<file path="config.mk">
export PLATFORM = sky130hd
export DESIGN_NAME = rtc_bus_arbiter_flat
export DESIGN_NICKNAME = d
export VERILOG_FILES = /design/src/rtl/rtc_bus_arbiter_if.sv /design/src/rtl/rtc_bus_arbiter.sv /design/src/flat_wrapper.sv
export SDC_FILE = /design/constraint.sdc
export NUM_CORES = 1
export LEC_CHECK = 0
export BUFFER_PORTS_ARGS = -buffer_cell sky130_fd_sc_hd__buf_4
export CORE_MARGIN = 2
export CORE_UTILIZATION = 51
export CTS_CLUSTER_DIAMETER = 100
export DETAILED_ROUTE_END_ITERATION = 10
export PLACE_DENSITY = 0.77
export SLEW_MARGIN = 10
export SYNTH_ARGS = -nofsm -noshare
export SYNTH_HDL_FRONTEND = slang
export SYNTH_SLANG_ARGS = --single-unit
export TNS_END_PERCENT = 1
</file>
<file path="constraint.sdc">
create_clock -name clk -period 1.9 [get_ports clk]
set_input_delay 0.38 -clock clk [delete_from_list [all_inputs] [get_ports clk]]
set_output_delay 0.38 -clock clk [all_outputs]
set_load 0.01 [all_outputs]
</file>
<file path="src/rtl/rtc_bus_arbiter_if.sv">
// Bundles the RTC bus arbiter source, bus and read-back signals.
// Latency: none, wiring only.
// Backpressure: none; sources hold req high until they are done.
interface rtc_bus_arbiter_if #(
    parameter int DATA_W = 8,
    parameter int N_SRC  = 3
);
    logic [N_SRC-1:0]        req;
    logic [N_SRC*DATA_W-1:0] din;
    logic [DATA_W-1:0]       bus_in;
    logic                    rd_sample;
    logic [N_SRC-1:0]        gnt;
    logic [DATA_W-1:0]       bus_out;
    logic                    bus_oe;
    logic                    busy;
    logic [DATA_W-1:0]       rd_data;
    logic                    rd_valid;
    logic                    timeout;

    // Arbiter side
    modport slave (
        input  req, din, bus_in, rd_sample,
        output gnt, bus_out, bus_oe, busy, rd_data, rd_valid, timeout
    );

    // Source / bus side
    modport master (
        output req, din, bus_in, rd_sample,
        input  gnt, bus_out, bus_oe, busy, rd_data, rd_valid, timeout
    );
endinterface

</file>
<file path="src/rtl/rtc_bus_arbiter.sv">
// Fixed-priority arbiter sharing one RTC bus among N_SRC sources, with turnaround and hold timeout.
// Latency: grant and bus data one cycle after request; release gap TURN_CYC+1 cycles.
// Backpressure: requests wait while busy; over-long holders are cut off and masked until they drop req.
module rtc_bus_arbiter #(
    parameter int DATA_W      = 8,
    parameter int N_SRC       = 3,
    parameter int TURN_CYC    = 1,
    parameter int TIMEOUT_CYC = 255
) (
    input  logic              clk,
    input  logic              rst_n,
    rtc_bus_arbiter_if.slave  bus
);

    localparam int IDX_W  = (N_SRC > 1) ? $clog2(N_SRC) : 1;
    localparam int HOLD_W = (TIMEOUT_CYC > 2) ? $clog2(TIMEOUT_CYC) : 1;
    localparam int TURN_W = (TURN_CYC > 1) ? $clog2(TURN_CYC) : 1;

    localparam logic [HOLD_W-1:0] HOLD_LAST = HOLD_W'(TIMEOUT_CYC - 1);
    localparam logic [TURN_W-1:0] TURN_LAST = TURN_W'(TURN_CYC - 1);

    typedef enum logic [1:0] {
        ST_IDLE  = 2'd0,
        ST_GRANT = 2'd1,
        ST_TURN  = 2'd2
    } state_t;

    state_t              r_state;
    logic                r_armed;
    logic [IDX_W-1:0]    r_idx;
    logic [HOLD_W-1:0]   r_hold_cnt;
    logic [TURN_W-1:0]   r_turn_cnt;
    logic [N_SRC-1:0]    r_mask;
    logic [N_SRC-1:0]    r_gnt;
    logic [DATA_W-1:0]   r_bus_out;
    logic                r_bus_oe;
    logic                r_timeout;
    logic [DATA_W-1:0]   r_rd_data;
    logic                r_rd_valid;

    state_t              w_state_nxt;
    logic [IDX_W-1:0]    w_idx_nxt;
    logic [HOLD_W-1:0]   w_hold_nxt;
    logic [TURN_W-1:0]   w_turn_nxt;
    logic [N_SRC-1:0]    w_mask_nxt;
    logic [N_SRC-1:0]    w_gnt_nxt;
    logic [DATA_W-1:0]   w_bus_out_nxt;
    logic                w_bus_oe_nxt;
    logic                w_timeout_nxt;

    logic [N_SRC-1:0]    w_elig;
    logic                w_any;
    logic [IDX_W-1:0]    w_pick;
    logic [DATA_W-1:0]   w_pick_din;
    logic                w_cur_req;
    logic [DATA_W-1:0]   w_cur_din;

    // Masked-out sources (cut off by timeout) are invisible to arbitration.
    assign w_elig     = bus.req & ~r_mask;
    assign w_pick_din = bus.din[w_pick * DATA_W +: DATA_W];
    assign w_cur_req  = bus.req[r_idx];
    assign w_cur_din  = bus.din[r_idx * DATA_W +: DATA_W];

    // Lowest eligible index wins; scanning downward leaves the lowest one last.
    always_comb begin
        w_any  = 1'b0;
        w_pick = '0;
        for (int i = N_SRC - 1; i >= 0; i--) begin
            if (w_elig[i]) begin
                w_any  = 1'b1;
                w_pick = IDX_W'(i);
            end
        end
    end

    // Next state plus next registered outputs; every output defaults to the idle value.
    always_comb begin
        w_state_nxt   = r_state;
        w_idx_nxt     = r_idx;
        w_hold_nxt    = r_hold_cnt;
        w_turn_nxt    = r_turn_cnt;
        w_mask_nxt    = r_mask & bus.req;
        w_gnt_nxt     = '0;
        w_bus_out_nxt = '0;
        w_bus_oe_nxt  = 1'b0;
        w_timeout_nxt = 1'b0;

        case (r_state)
            ST_IDLE: begin
                // r_armed keeps the first edge after reset grant-free.
                if (r_armed && w_any) begin
                    w_state_nxt   = ST_GRANT;
                    w_idx_nxt     = w_pick;
                    w_hold_nxt    = '0;
                    w_gnt_nxt     = N_SRC'(1) << w_pick;
                    w_bus_out_nxt = w_pick_din;
                    w_bus_oe_nxt  = 1'b1;
                end
            end
            ST_GRANT: begin
                if (!w_cur_req) begin
                    // A voluntary drop wins over a coincident terminal count.
                    w_state_nxt = ST_TURN;
                    w_turn_nxt  = '0;
                end else if (r_hold_cnt == HOLD_LAST) begin
                    w_state_nxt       = ST_TURN;
                    w_turn_nxt        = '0;
                    w_timeout_nxt     = 1'b1;
                    w_mask_nxt[r_idx] = 1'b1;
                end else begin
                    w_hold_nxt    = r_hold_cnt + 1'b1;
                    w_gnt_nxt     = r_gnt;
                    w_bus_out_nxt = w_cur_din;
                    w_bus_oe_nxt  = 1'b1;
                end
            end
            ST_TURN: begin
                if (r_turn_cnt == TURN_LAST) begin
                    w_state_nxt = ST_IDLE;
                end else begin
                    w_turn_nxt = r_turn_cnt + 1'b1;
                end
            end
            default: begin
                w_state_nxt = ST_IDLE;
            end
        endcase
    end

    // FSM state, counters, mask and registered bus outputs.
    always_ff @(posedge clk or negedge rst_n) begin
        if (!rst_n) begin
            r_state    <= ST_IDLE;
            r_idx      <= '0;
            r_hold_cnt <= '0;
            r_turn_cnt <= '0;
            r_mask     <= '0;
            r_gnt      <= '0;
            r_bus_out  <= '0;
            r_bus_oe   <= 1'b0;
            r_timeout  <= 1'b0;
        end else begin
            r_state    <= w_state_nxt;
            r_idx      <= w_idx_nxt;
            r_hold_cnt <= w_hold_nxt;
            r_turn_cnt <= w_turn_nxt;
            r_mask     <= w_mask_nxt;
            r_gnt      <= w_gnt_nxt;
            r_bus_out  <= w_bus_out_nxt;
            r_bus_oe   <= w_bus_oe_nxt;
            r_timeout  <= w_timeout_nxt;
        end
    end

    // Arms arbitration one edge after reset release.
    always_ff @(posedge clk or negedge rst_n) begin
        if (!rst_n) begin
            r_armed <= 1'b0;
        end else begin
            r_armed <= 1'b1;
        end
    end

    // Read-back capture only while we are not driving the bus.
    always_ff @(posedge clk or negedge rst_n) begin
        if (!rst_n) begin
            r_rd_data  <= '0;
            r_rd_valid <= 1'b0;
        end else if (bus.rd_sample && !r_bus_oe) begin
            r_rd_data  <= bus.bus_in;
            r_rd_valid <= 1'b1;
        end else begin
            r_rd_valid <= 1'b0;
        end
    end

    assign bus.gnt      = r_gnt;
    assign bus.bus_out  = r_bus_out;
    assign bus.bus_oe   = r_bus_oe;
    assign bus.busy     = (r_state != ST_IDLE);
    assign bus.rd_data  = r_rd_data;
    assign bus.rd_valid = r_rd_valid;
    assign bus.timeout  = r_timeout;

    // Grant is never more than one-hot.
    a_gnt_onehot: assert property (@(posedge clk) disable iff (!rst_n) $onehot0(r_gnt));

    // Output enable tracks the grant exactly.
    a_oe_match: assert property (@(posedge clk) disable iff (!rst_n) r_bus_oe == (|r_gnt));

    // Timeout pulse coincides with the grant being gone.
    a_timeout_nognt: assert property (@(posedge clk) disable iff (!rst_n) r_timeout |-> (r_gnt == '0));

endmodule

</file>
<file path="src/flat_wrapper.sv">
// flat-port wrapper written by rule: the top's interface ports become plain ports
module rtc_bus_arbiter_flat 
#(
    parameter int DATA_W      = 8,
    parameter int N_SRC       = 3,
    parameter int TURN_CYC    = 1,
    parameter int TIMEOUT_CYC = 255
)
  (clk, rst_n, bus_req, bus_din, bus_bus_in, bus_rd_sample, bus_gnt, bus_bus_out, bus_bus_oe, bus_busy, bus_rd_data, bus_rd_valid, bus_timeout);
  rtc_bus_arbiter_if #(.DATA_W(DATA_W), .N_SRC(N_SRC)) bus_i ();
  input  logic clk;
  input  logic rst_n;
  input wire logic [$bits(bus_i.req)-1:0] bus_req;
  input wire logic [$bits(bus_i.din)-1:0] bus_din;
  input wire logic [$bits(bus_i.bus_in)-1:0] bus_bus_in;
  input wire logic [$bits(bus_i.rd_sample)-1:0] bus_rd_sample;
  output wire logic [$bits(bus_i.gnt)-1:0] bus_gnt;
  output wire logic [$bits(bus_i.bus_out)-1:0] bus_bus_out;
  output wire logic [$bits(bus_i.bus_oe)-1:0] bus_bus_oe;
  output wire logic [$bits(bus_i.busy)-1:0] bus_busy;
  output wire logic [$bits(bus_i.rd_data)-1:0] bus_rd_data;
  output wire logic [$bits(bus_i.rd_valid)-1:0] bus_rd_valid;
  output wire logic [$bits(bus_i.timeout)-1:0] bus_timeout;
  assign bus_i.req = bus_req;
  assign bus_i.din = bus_din;
  assign bus_i.bus_in = bus_bus_in;
  assign bus_i.rd_sample = bus_rd_sample;
  assign bus_gnt = bus_i.gnt;
  assign bus_bus_out = bus_i.bus_out;
  assign bus_bus_oe = bus_i.bus_oe;
  assign bus_busy = bus_i.busy;
  assign bus_rd_data = bus_i.rd_data;
  assign bus_rd_valid = bus_i.rd_valid;
  assign bus_timeout = bus_i.timeout;
  rtc_bus_arbiter #(.DATA_W(DATA_W), .N_SRC(N_SRC), .TURN_CYC(TURN_CYC), .TIMEOUT_CYC(TIMEOUT_CYC)) u_core (.clk(clk), .rst_n(rst_n), .bus(bus_i));
endmodule
</file>
# Word level (Yosys, flattened, before mapping)
# Cells that the tools add are included.
classes:
  muxes: 42
  addsub: 2
  n_shift: 3
  n_bitwise: 4
  n_eq_ne: 8
  reduce_logical: 12
  order_cmp: 2
op_table:
  columns: ["cell", "n"]
  rows:
  - ["two-way mux 8 bit", 6]
  - ["variable part select 24 x 6 -> 8 bit", 2]
  - ["case mux 8 bit (2 select lines)", 2]
  - ["two-way mux 3 bit", 6]
  - ["two-way mux 1 bit", 15]
  - ["two-way mux 2 bit", 7]
  - ["adder 8 x 1 -> 8 bit, second input constant", 1]
  - ["== test 8 bit, second input constant", 1]
  - ["bitwise AND 3 bit", 2]
  - ["case mux 2 bit (3 select lines)", 1]
  - ["case mux 3 bit (2 select lines)", 1]
  - ["nonzero test 2 bit", 3]
  - ["!= test 2 x 1 -> 1 bit, second input constant", 2]
  - ["!= test 2 bit, second input constant", 2]
  - ["case mux 1 bit (2 select lines)", 2]
  - ["AND reduction 2 bit", 2]
  - ["AND reduction 4 bit", 1]
  - ["logical AND 1 bit", 3]
  - ["< comparator 2 x 3 -> 1 bit, second input constant", 1]
  - ["!= test 3 bit, second input constant", 1]
  - ["inverter 3 bit", 1]
  - ["bitwise OR 3 bit", 1]
  - ["AND reduction 3 bit", 1]
  - ["<< shifter 1 x 2 -> 3 bit, first input constant", 1]
  - ["other kinds (8)", 8]
totals:
  out_inout_bits: 23
  regBits: 39
  elab_cells: 85

# Logic depth before layout (Yosys ltp)
# Gate-level depths: netlist of the first run.
logic_depth:
  word_depth: 8
  depth_mapped: 7
  ltp_nobuf: 7

# Worst setup path after synthesis of the first run
# OpenSTA, ideal clock, no wires.
synth_timing:
  path_type: "reg-to-reg"
  startpoint: "register u_core.r_hold_cnt[0]"
  endpoint: "register u_core.r_hold_cnt[2]"
  path_buffers: 0
  synth_period_minus_slack_ns: 1.607
  required_time_ns: 1.774
  t_arrival_ns: 1.481
  stages_incl_launch_ff: 7
  slack_ns: 0.293
  cell_sequence: "dfrtp_1 inv_1 ha_1 nand3_1 o31ai_4 nor2_2 a221o_1"
synth_between:
  elab_chain_len: 4
  elab_cells_between_ends: 7
  cone_classes: "add/sub: 1; eq/ne: 2; mux: 3; reduce/logical: 1"
synth_lines:
  columns: ["element", "line_no", "rtl"]
  rows:
  - ["from (decl)", "rtc_bus_arbiter.sv:31", "logic [HOLD_W-1:0] r_hold_cnt;"]
  - ["from (signal assigned)", "rtc_bus_arbiter.sv:145", "r_hold_cnt <= w_hold_nxt;"]
  - ["adder 8 x 1 -> 8 bit", "rtc_bus_arbiter.sv:111", "w_hold_nxt = r_hold_cnt + 1'b1;"]
  - ["two-way mux 8 bit", "rtc_bus_arbiter.sv:105", "end else if (r_hold_cnt == HOLD_LAST) begin"]
  - ["two-way mux 8 bit", "rtc_bus_arbiter.sv:101", "if (!w_cur_req) begin"]
  - ["case mux 8 bit (2 select lines)", "rtc_bus_arbiter.sv:88", "case (r_state)"]
# Several ways; a longest one is shown, not always the timed one. The select of a mux whose other input is x is not followed.
# A chain may end at the register's enable or synchronous reset.

# Final worst setup path of the first run
layout_timing:
  startpoint: "register u_core.r_state[1]"
  endpoint: "register u_core.r_hold_cnt[2]"
layout_between:
  elab_chain_len: 3
  elab_cells_between_ends: 8
  cone_classes: "eq/ne: 4; mux: 1; reduce/logical: 3"
layout_lines:
  columns: ["element", "line_no", "rtl"]
  rows:
  - ["from (decl)", "rtc_bus_arbiter.sv:28", "state_t r_state;"]
  - ["from (signal assigned)", "rtc_bus_arbiter.sv:143", "r_state <= w_state_nxt;"]
  - ["== test 2 x 1 -> 1 bit or zero test 2 bit (tied branches)", "rtc_bus_arbiter.sv:88", null]
  - ["!= test 2 x 1 -> 1 bit (no line), or another cell as far along", null, null]
  - ["AND reduction 4 bit (no line)", null, null]
# Several ways; a longest one is shown, not always the timed one.

==> flow_metrics.py, run 1 <==
metrics = {
    "layout": {
        "num_antenna_cells": 0,
        "instances_no_fill": 309,
        "drive_gt1_frac": 0.3908,
        "design_area_mm2": 0.002649,
        "syn_to_final_growth_pct": 31.65,
        "final_util": 0.7128,
        "fin_nets": 301,
    },
    "synth": {
        "syn-instance-count": 190,
        "synth_edf_count": 0,
        "ys.flop_type": "dfrtp_1",
        "synthTopCellsByArea": "dfrtp_1, mux2i_1, mux2_2",
        "synth_largest_area_cell": "dfrtp_1",
        "yosysSeqAreaShare": 0.4726,
        "ys_seq_elements": 38,
        "synth_nets": 230,
        "synth_cell_types": 47,
        "synthTopCellsByCount": "dfrtp_1, nor2_1, mux2i_1, nand2_1, a211oi_1",
        "yosysTopAreaCellShare": 0.4726,
        "ys_warn_count": 0,
        "postSynth.asyncResetShare": 1.000,
        "post-synth-top-count-cell": "dfrtp_1",
        "postSynthAreaPerCell_um2": 10.59,
        "syn_area_mm2": 0.002012,
    },
    "clock_network": {
        "tritoncts": "done",
        "ctsHoldBuffers": 0,
        "post_cts_resized": 0,
        "htreeDepth": 2,
        "ctsLongestPathBuffers": 2,
        "post_cts_buffers": 0,
        "clock_latency_ps": 280,
        "clkSlewWorstSetupHoldPaths_ps": 70,
        "cts-root-buf": "clkbuf_8",
        "numClockSinks": 38,
        "cts_buffers": 5,
    },
    "place": {
        "gp_congestion": 0.9031,
        "placed_cells": 302,
        "place_ws_ps": 211.1,
        "io_buffers": 60,
        "hpwl_mm": 3.804,
        "placed_cell_area_mm2": 0.002570,
    },
    "sta": {
        "fmax_ghz": 0.5887,
        "worstMarginPinSlew_ps": 490.7,
        "fin_crit_ps": 1699,
        "maxSlewViolCount": 0,
        "whs_ps": 46.14,
        "relSlewSlack": 0.6704,
        "rsz0062_at_grt": "no",
        "hold_viol_final": 0,
        "setup_ws_ps": 201.5,
        "setup_tns_ps": 0,
        "setup_viol": 0,
        "fin_skew_ps": 1.585,
        "fin_crit_sh": 0.8940,
    },
    "grt": {
        "grt_pass1_wl_mm": 7.824,
        "grt_max_degree": 39,
        "antenna_found_initial": 0,
        "grt_pass1_vias": 1705,
        "gr-total-overflow": 0,
        "grt_usage": 0.2361,
    },
    "setup_path": {
        "reg2reg_from": "u_core.r_state[1]",
        "critPathLaunch": "u_core.r_state[1]",
        "worst-r2r-cell-count": 5,
        "worstSetupPathType": "reg2reg",
        "setup.worst_path.end_class": "register",
        "reg2reg_slack_ps": 200,
        "cp.arrival_ps": 1870,
        "cp_max_fo": 8,
        "r2r_end": "u_core.r_hold_cnt[2]",
        "cp_data_required_time_ps": 2070,
        "critPathLaunchType": "register",
    },
    "detailed_routing": {
        "ant_nets": 0,
        "num_vias": 1757,
        "routed_wl_mm": 4.854,
        "routed_via_density": 5.686,
        "drc": 0,
        "dr.first_iter.drc_count": 102,
        "wire_per_inst_um": 15.71,
        "dr.pass1.iters": 4,
    },
    "power": {
        "ir_drop_mv": 0.6004,
        "power_density_mw_per_mm2": 1235,
        "finalPower_mw": 3.270,
        "leakage_nw": 1.274,
    },
    "job": {
        "maxCapViolations": 0,
    },
    "floorplanning": {
        "io_pins": 61,
        "coreArea_mm2": 0.003716,
        "initial_core_util": 0.5414,
        "die_area_mm2": 0.004464,
        "core.rowCount": 22,
        "chipWidth_um": 66.81,
        "fp.dieH_um": 66.81,
    },
    "min_path": {
        "min_path_type": "in2async",
    },
    "run_status": {
        "outcome": "complete, no violations",
    },
}
[cells in the final DEF (no fill, tap or decap), types with 2 or more instances in the layout]
cell type	count
a211oi_1	9
a21oi_1	8
a22o_1	3
a32o_1	2
and3_1	8
buf_4	74
clkbuf_8	5
clkinv_2	2
dfrtp_1	38
ha_1	2
inv_1	5
mux2_2	8
mux2i_1	10
nand2_1	10
nand2b_1	3
nand3_1	5
nor2_1	18
nor2b_1	5
nor3_1	2
nor4_1	2
o211ai_1	3
o21ai_0	3
o22a_1	3
o31ai_1	3
o32ai_1	8
or2_2	2
or3_1	2
[power breakdown]
group          switching [mW]  internal (mW)  leakage (nW)
logic                   0.753          0.780         0.736
clock network           0.269          0.246        0.0438
registers               0.164           1.06         0.494
total                    1.19           2.08          1.27
[registers in the layout, indices dropped and copies added (netlist names)]
signal,cells
u_core.r_armed,1
u_core.r_state,2
u_core.bus.gnt,3
u_core.r_mask,3
u_core.r_hold_cnt,8
u_core.bus.rd_data,8
u_core.bus.timeout,1
u_core.r_idx,2
u_core.bus.bus_out,8
u_core.bus.bus_oe,1
u_core.bus.rd_valid,1
[worst max-delay path by stage]
stage,end,depth (start not counted)
after CTS,u_core.r_hold_cnt[2],5
after floorplan,u_core.r_hold_cnt[2],6
after global placement,u_core.r_hold_cnt[3],6
final,u_core.r_hold_cnt[2],5
after detailed placement,u_core.r_hold_cnt[2],6
after global routing,u_core.r_mask[0],6
[kinds of logic (layout without fill, tap and decap cells)]
kind of cell,Yosys count,count (layout),synth area share
AO/OA/AOI/OAI,49,49,0.1971
flip-flops,38,38,0.4726
AND/OR/NAND/NOR,66,66,0.1816
other,1,1,0.001864
buffers and inverters,16,87,0.03980
multiplexers,18,18,0.09453
adder cells (fa/ha/maj),2,2,0.01244
[layer usage]
layer | wire length [µm] | track usage
met5 | 0 | 0
met4 | 62 | 0.08418
met3 | 301 | 0.04054
met2 | 2354 | 0.3875
met1 | 2134 | 0.3137
[worst max-delay path, cell delays in order (launching register included)]
cell,delay (ps)
dfrtp_1,410
and2b_2,330
o31ai_4,100
buf_4,160
o21a_4,230
a221o_1,350
[layout make-up]
type                            instances  area, µm²
Inverter                                6      22.52
Sequential cell                        38      950.9
Clock inverter                          2      10.01
Fill cell                             286       1067
Timing Repair Buffer                   74      555.5
Clock buffer                            5      68.82
Multi-Input combinational cell        136      980.9
Tap cell                               48      60.06
(Power assumes the default switching activity.)
==> inputs of run 2 (changes only) <==
--- a/config.mk
+++ b/config.mk
@@ -8,8 +8,9 @@
 export BUFFER_PORTS_ARGS = -buffer_cell sky130_fd_sc_hd__buf_4
 export CORE_MARGIN = 2
 export CORE_UTILIZATION = 51
-export CTS_CLUSTER_DIAMETER = 100
+export CTS_CLUSTER_DIAMETER = 150
 export DETAILED_ROUTE_END_ITERATION = 10
+export MAX_ROUTING_LAYER = met4
 export PLACE_DENSITY = 0.77
 export SLEW_MARGIN = 10
 export SYNTH_ARGS = -nofsm -noshare
==> constraint.sdc (replaced) <==
create_clock -name clk -period 1.6 [get_ports clk]
set_input_delay 0.32 -clock clk [delete_from_list [all_inputs] [get_ports clk]]
set_output_delay 0.32 -clock clk [all_outputs]
set_load 0.01 [all_outputs]
==> run 2 against run 1 <==
Net effect: worst setup slack got worse by 160 ps; maximum frequency increased by 8.9%; combinational power increased by 28%; first-iteration DRC count increased by 41%; clock power increased by 17%; via count increased by 1.7%; critical path type unchanged; design area increased by 3.0%; the flow now finishes with violations (hold timing); critical path depth increased by 2; non-clock buffer count increased by 9; total power increased by 22%; utilization increased by 2.2 points.
==> flow_metrics.py, run 2 (synthesis results as in run 1) <==
metrics = {
    "floorplanning": {
        "coreArea_mm2": 0.003716,
        "io_pins": 61,
        "fp.dieH_um": 66.81,
        "chipWidth_um": 66.81,
        "initial_core_util": 0.5414,
        "die_area_mm2": 0.004464,
        "core.rowCount": 22,
    },
    "min_path": {
        "min_path_type": "in2async",
    },
    "place": {
        "placed_cell_area_mm2": 0.002638,
        "hpwl_mm": 3.670,
        "gp_congestion": 0.9033,
        "io_buffers": 60,
    },
    "layout": {
        "final_cell_mix": "buf_4, dfrtp_1, nor2_1",
        "num_antenna_cells": 0,
        "final_util": 0.7343,
        "syn_to_final_growth_pct": 35.63,
        "layout_commonest_cell": "buf_4",
        "drive_gt1_frac": 0.4222,
        "design_area_mm2": 0.002729,
        "fin_nets": 310,
    },
    "setup_path": {
        "cp_data_required_time_ps": 1770,
        "reg2reg_slack_ps": 40,
        "setup.worst_path.end_class": "register",
        "r2r_end": "u_core.r_hold_cnt[2]",
        "critPathLaunchType": "register",
        "reg2reg_from": "u_core.r_hold_cnt[0]",
        "worst-r2r-cell-count": 7,
        "cp_max_fo": 5,
        "cp.arrival_ps": 1730,
        "worstSetupPathType": "reg2reg",
    },
    "detailed_routing": {
        "num_vias": 1787,
        "routed_via_density": 5.619,
        "ant_nets": 0,
        "dr.pass1.iters": 4,
        "wire_per_inst_um": 15.71,
        "dr.first_iter.drc_count": 144,
        "routed_wl_mm": 4.997,
        "drc": 0,
    },
    "sta": {
        "rsz0062_at_grt": "yes",
        "fin_crit_sh": 0.9750,
        "whs_ps": -3.931,
        "fin_skew_ps": 5.519,
        "fin_crit_ps": 1560,
        "fmax_ghz": 0.6410,
        "hold_viol_final": 9,
        "setup_viol": 0,
        "maxSlewViolCount": 0,
    },
    "grt": {
        "gr-total-overflow": 0,
        "grt_pass1_wl_mm": 8.362,
        "grt_pass1_vias": 1827,
        "grt_max_degree": 39,
        "grt_usage": 0.2542,
        "antenna_found_initial": 0,
    },
    "power": {
        "leakage_nw": 1.322,
        "power_density_mw_per_mm2": 1467,
        "ir_drop_mv": 0.8881,
    },
    "clock_network": {
        "cts_buffers": 5,
        "ctsLongestPathBuffers": 2,
        "htreeDepth": 2,
        "tritoncts": "done",
        "ctsHoldBuffers": 0,
        "clock_latency_ps": 280,
        "numClockSinks": 38,
        "clkSlewWorstSetupHoldPaths_ps": 70,
        "cts-root-buf": "clkbuf_8",
    },
    "run_status": {
        "violations": "hold timing",
        "outcome": "finished, violations left",
    },
    "job": {
        "maxCapViolations": 0,
    },
}
## run 2: area by class of cell
cell class | instances | area, µm²
clock buffers | 5 | 68.82
repair buffers | 83 | 623.1
fillers | 288 | 987.2
flip-flops and latches | 38 | 950.9
well taps | 48 | 60.06
inverters | 6 | 22.52
clock inverters | 2 | 10.01
multi-input cells | 136 | 993.5
## run 2: repair_timing
action | in CTS | in global routing
endpoints found under the hold margin | 0 | 0
setup buffers | 0 | 0
endpoints found under the setup margin | 0 | 17
resized for setup | 0 | 3
## run 2: worst max path at each step
stage / startpoint / end / slack (ps) / depth (start not counted)
after floorplan: u_core.r_hold_cnt[0] / u_core.r_hold_cnt[2] / -7 / 6
after detailed placement: u_core.r_hold_cnt[0] / u_core.r_hold_cnt[2] / 30 / 7
after global placement: u_core.r_hold_cnt[0] / u_core.r_hold_cnt[2] / 50 / 7
final: u_core.r_hold_cnt[0] / u_core.r_hold_cnt[2] / 40 / 7
after CTS: u_core.r_hold_cnt[0] / u_core.r_hold_cnt[2] / 6 / 7
after global routing: u_core.r_hold_cnt[0] / u_core.bus.bus_out[6] / -80 / 6
## run 2: critical path, cell delays in order, from the launching register on
cell and delay [ps]:
dfrtp_1 380, inv_1 50, ha_1 150, nand3_2 100, o31ai_4 290, buf_4 170, nor4b_1 40, a221o_1 250
## run 2: metal layers
| layer | global-route usage | routed length, µm |
|---|---|---|
| met4 | 0.05102 | 18 |
| met5 | - | 0 |
| met2 | 0.4300 | 2516 |
| met3 | 0.05068 | 348 |
| met1 | 0.3188 | 2113 |
## run 2: metrics by stage
step	instances	power [mW]	TNS, ps	worst slack, ps	hold slack, ps
floorplan	190	2.517	-6.712	-6.712	24.41
global placement	311	3.354	0	53.87	307.9
detailed placement	311	3.397	0	29.08	313.2
CTS	318	4.018	0	6.120	5.473
global route	318	4.292	-983.0	-82.51	31.11
finish	318	4.003	0	39.95	-3.931
## run 2: power breakdown
part,switching [mW],internal [mW]
combinational,0.944,1.01
clock,0.310,0.292
sequential,0.187,1.26
==> inputs of run 3 (changes only) <==
--- a/config.mk
+++ b/config.mk
@@ -6,12 +6,13 @@
 export NUM_CORES = 1
 export LEC_CHECK = 0
 export BUFFER_PORTS_ARGS = -buffer_cell sky130_fd_sc_hd__buf_4
+export CORE_ASPECT_RATIO = 1.25
 export CORE_MARGIN = 2
-export CORE_UTILIZATION = 51
+export CORE_UTILIZATION = 55
 export CTS_CLUSTER_DIAMETER = 150
 export DETAILED_ROUTE_END_ITERATION = 10
 export MAX_ROUTING_LAYER = met4
-export PLACE_DENSITY = 0.77
+export PLACE_DENSITY = 0.83
 export SLEW_MARGIN = 10
 export SYNTH_ARGS = -nofsm -noshare
 export SYNTH_HDL_FRONTEND = slang
==> constraint.sdc (replaced) <==
create_clock -name clk -period 1.9 [get_ports clk]
set_input_delay 0.38 -clock clk [delete_from_list [all_inputs] [get_ports clk]]
set_output_delay 0.38 -clock clk [all_outputs]
set_load 0.01 [all_outputs]
==> run 3 against run 2 <==
Net effect: the flow now finishes without violations; via count grew 0.34%; clock power grew 11%; worst hold slack gained 52 ps; die area shrank 6.8%; sequential power shrank 15%; first-iteration DRC count shrank 63%; sequential share of layout area grew 0.90 points; worst setup slack gained 80 ps; combinational power shrank 22%; total power shrank 15%; register-to-register slack gained 80 ps; routed wire length shrank 3.2%; critical path type unchanged; critical endpoint unchanged; highest routed layer unchanged.
==> flow_metrics.py, run 3 (synthesis results as in run 1) <==
metrics = {
    "run_status": {
        "outcome": "complete, no violations",
    },
    "setup_path": {
        "setup.worst_path.end_class": "register",
        "worstSetupPathType": "reg2reg",
        "cp_max_fo": 8,
        "cp.arrival_ps": 1950,
        "cp_data_required_time_ps": 2070,
        "critPathSlowestCell": "dfrtp_1",
        "critPathLaunchType": "register",
        "cp_cell_sequence": "inv_1 -> ha_1 -> nand3_1 -> o31ai_4 -> buf_4 -> o21a_4 -> a221o_1",
        "slowest_delay_ps": 420,
    },
    "detailed_routing": {
        "wire_per_inst_um": 16.12,
        "dr.first_iter.drc_count": 53,
        "ant_nets": 0,
        "routed_via_density": 5.977,
        "routed_wl_mm": 4.835,
        "dr.pass1.iters": 4,
        "num_vias": 1793,
        "drc": 0,
    },
    "clock_network": {
        "tritoncts": "done",
        "htreeDepth": 2,
        "cts-root-buf": "clkbuf_8",
        "post_cts_resized": 0,
        "clock_latency_ps": 290,
        "cts_buffers": 5,
        "numClockSinks": 38,
        "ctsLongestPathBuffers": 2,
        "clkSlewWorstSetupHoldPaths_ps": 70,
    },
    "floorplanning": {
        "chipWidth_um": 58.10,
        "initial_core_util": 0.5776,
        "die_area_mm2": 0.004161,
        "fp.dieH_um": 71.62,
        "core.rowCount": 24,
        "io_pins": 61,
        "coreArea_mm2": 0.003483,
    },
    "layout": {
        "drive_gt1_frac": 0.3908,
        "fin_nets": 300,
        "num_antenna_cells": 0,
        "final_util": 0.7636,
        "syn_to_final_growth_pct": 32.21,
        "final_cell_mix": "buf_4, dfrtp_1, nor2_1",
        "layout_commonest_cell": "buf_4",
    },
    "sta": {
        "fin_skew_ps": 7.311,
        "setup_viol": 0,
        "fin_crit_ps": 1780,
        "setup_tns_ps": 0,
        "fin_crit_sh": 0.9368,
        "setup_ws_ps": 120.1,
        "hold_viol_final": 0,
        "rsz0062_at_grt": "no",
        "maxSlewViolCount": 0,
        "fmax_ghz": 0.5618,
    },
    "grt": {
        "grt_pass1_wl_mm": 7.886,
        "antenna_found_initial": 0,
        "grt_max_degree": 39,
        "gr-total-overflow": 0,
        "grt_usage": 0.2541,
        "grt_pass1_vias": 1704,
    },
    "power": {
        "power_density_mw_per_mm2": 1286,
        "ir_drop_mv": 0.8262,
        "leakage_nw": 1.284,
        "finalPower_mw": 3.422,
    },
    "place": {
        "gp_congestion": 0.8131,
        "hpwl_mm": 3.645,
        "place_ws_ps": 112.2,
        "io_buffers": 60,
    },
    "min_path": {
        "min_path_type": "in2async",
    },
    "job": {
        "maxCapViolations": 0,
    },
}
-- run 3: area by class of cell --
| cell class | count | area (µm²) |
|---|---|---|
| timing repair buffer | 73 | 548.0 |
| tap | 39 | 48.80 |
| clock buffer | 5 | 68.82 |
| sequential | 38 | 950.9 |
| inverter | 6 | 22.52 |
| multi-input combinational | 136 | 980.9 |
| fill | 257 | 823.3 |
| clock inverter | 3 | 40.04 |
-- run 3: through the flow --
| stage | cell area, µm² | instances | hold slack (ps) |
|---|---|---|---|
| CTS | 2645 | 298 | 57.77 |
| floorplan | 2012 | 190 | 84.41 |
| detailed placement | 2536 | 290 | 369.2 |
| global placement | 2536 | 290 | 368.6 |
| global route | 2660 | 300 | 83.70 |
| finish | 2660 | 300 | 47.94 |
-- run 3: what timing repair did --
action	in CTS	in global routing
hold buffers	0	0
setup endpoints to repair	0	8
buffers inserted	0	2
-- run 3: power by group --
| part | leakage (nW) | internal, mW | total [mW] | switching (mW) |
|---|---|---|---|---|
| combinational | 0.732 | 0.767 | 1.52 | 0.755 |
| clock | 0.0579 | 0.386 | 0.668 | 0.282 |
| sequential | 0.494 | 1.06 | 1.23 | 0.175 |
-- run 3: per-layer routing --
metal	up-vias	GRT usage	part of all wire
li1	839	-	-
met3	6	0.04152	0.062
met5	-	-	0
met1	871	0.2985	0.37
met4	0	0.08010	0.0099
met2	77	0.4407	0.55
-- run 3: worst paths after layout --
check,start,end,cells past startpoint,slack (ps)
setup reg to reg,u_core.r_hold_cnt[0],u_core.r_hold_cnt[2],7,120
setup / recovery,u_core.r_hold_cnt[0],u_core.r_hold_cnt[2],7,120
max in group asynchronous,rst_n,u_core.r_hold_cnt[7],1,1520
min in group clk,bus_bus_in[6],u_core.bus.rd_data[6],2,320
hold reg to reg,u_core.r_mask[1],u_core.r_mask[1],2,500
hold / removal,rst_n,u_core.r_hold_cnt[6],1,50
-- run 3: critical path, delay by kind of cell, from the launching register on --
| kind | cells | cell delay, ps |
|---|---|---|
| AO/OA/AOI/OAI | 3 | 680 |
| flip-flops | 1 | 420 |
| buffers and inverters | 2 | 240 |
| adder cells (fa/ha/maj) | 1 | 190 |
| AND/OR/NAND/NOR | 1 | 140 |
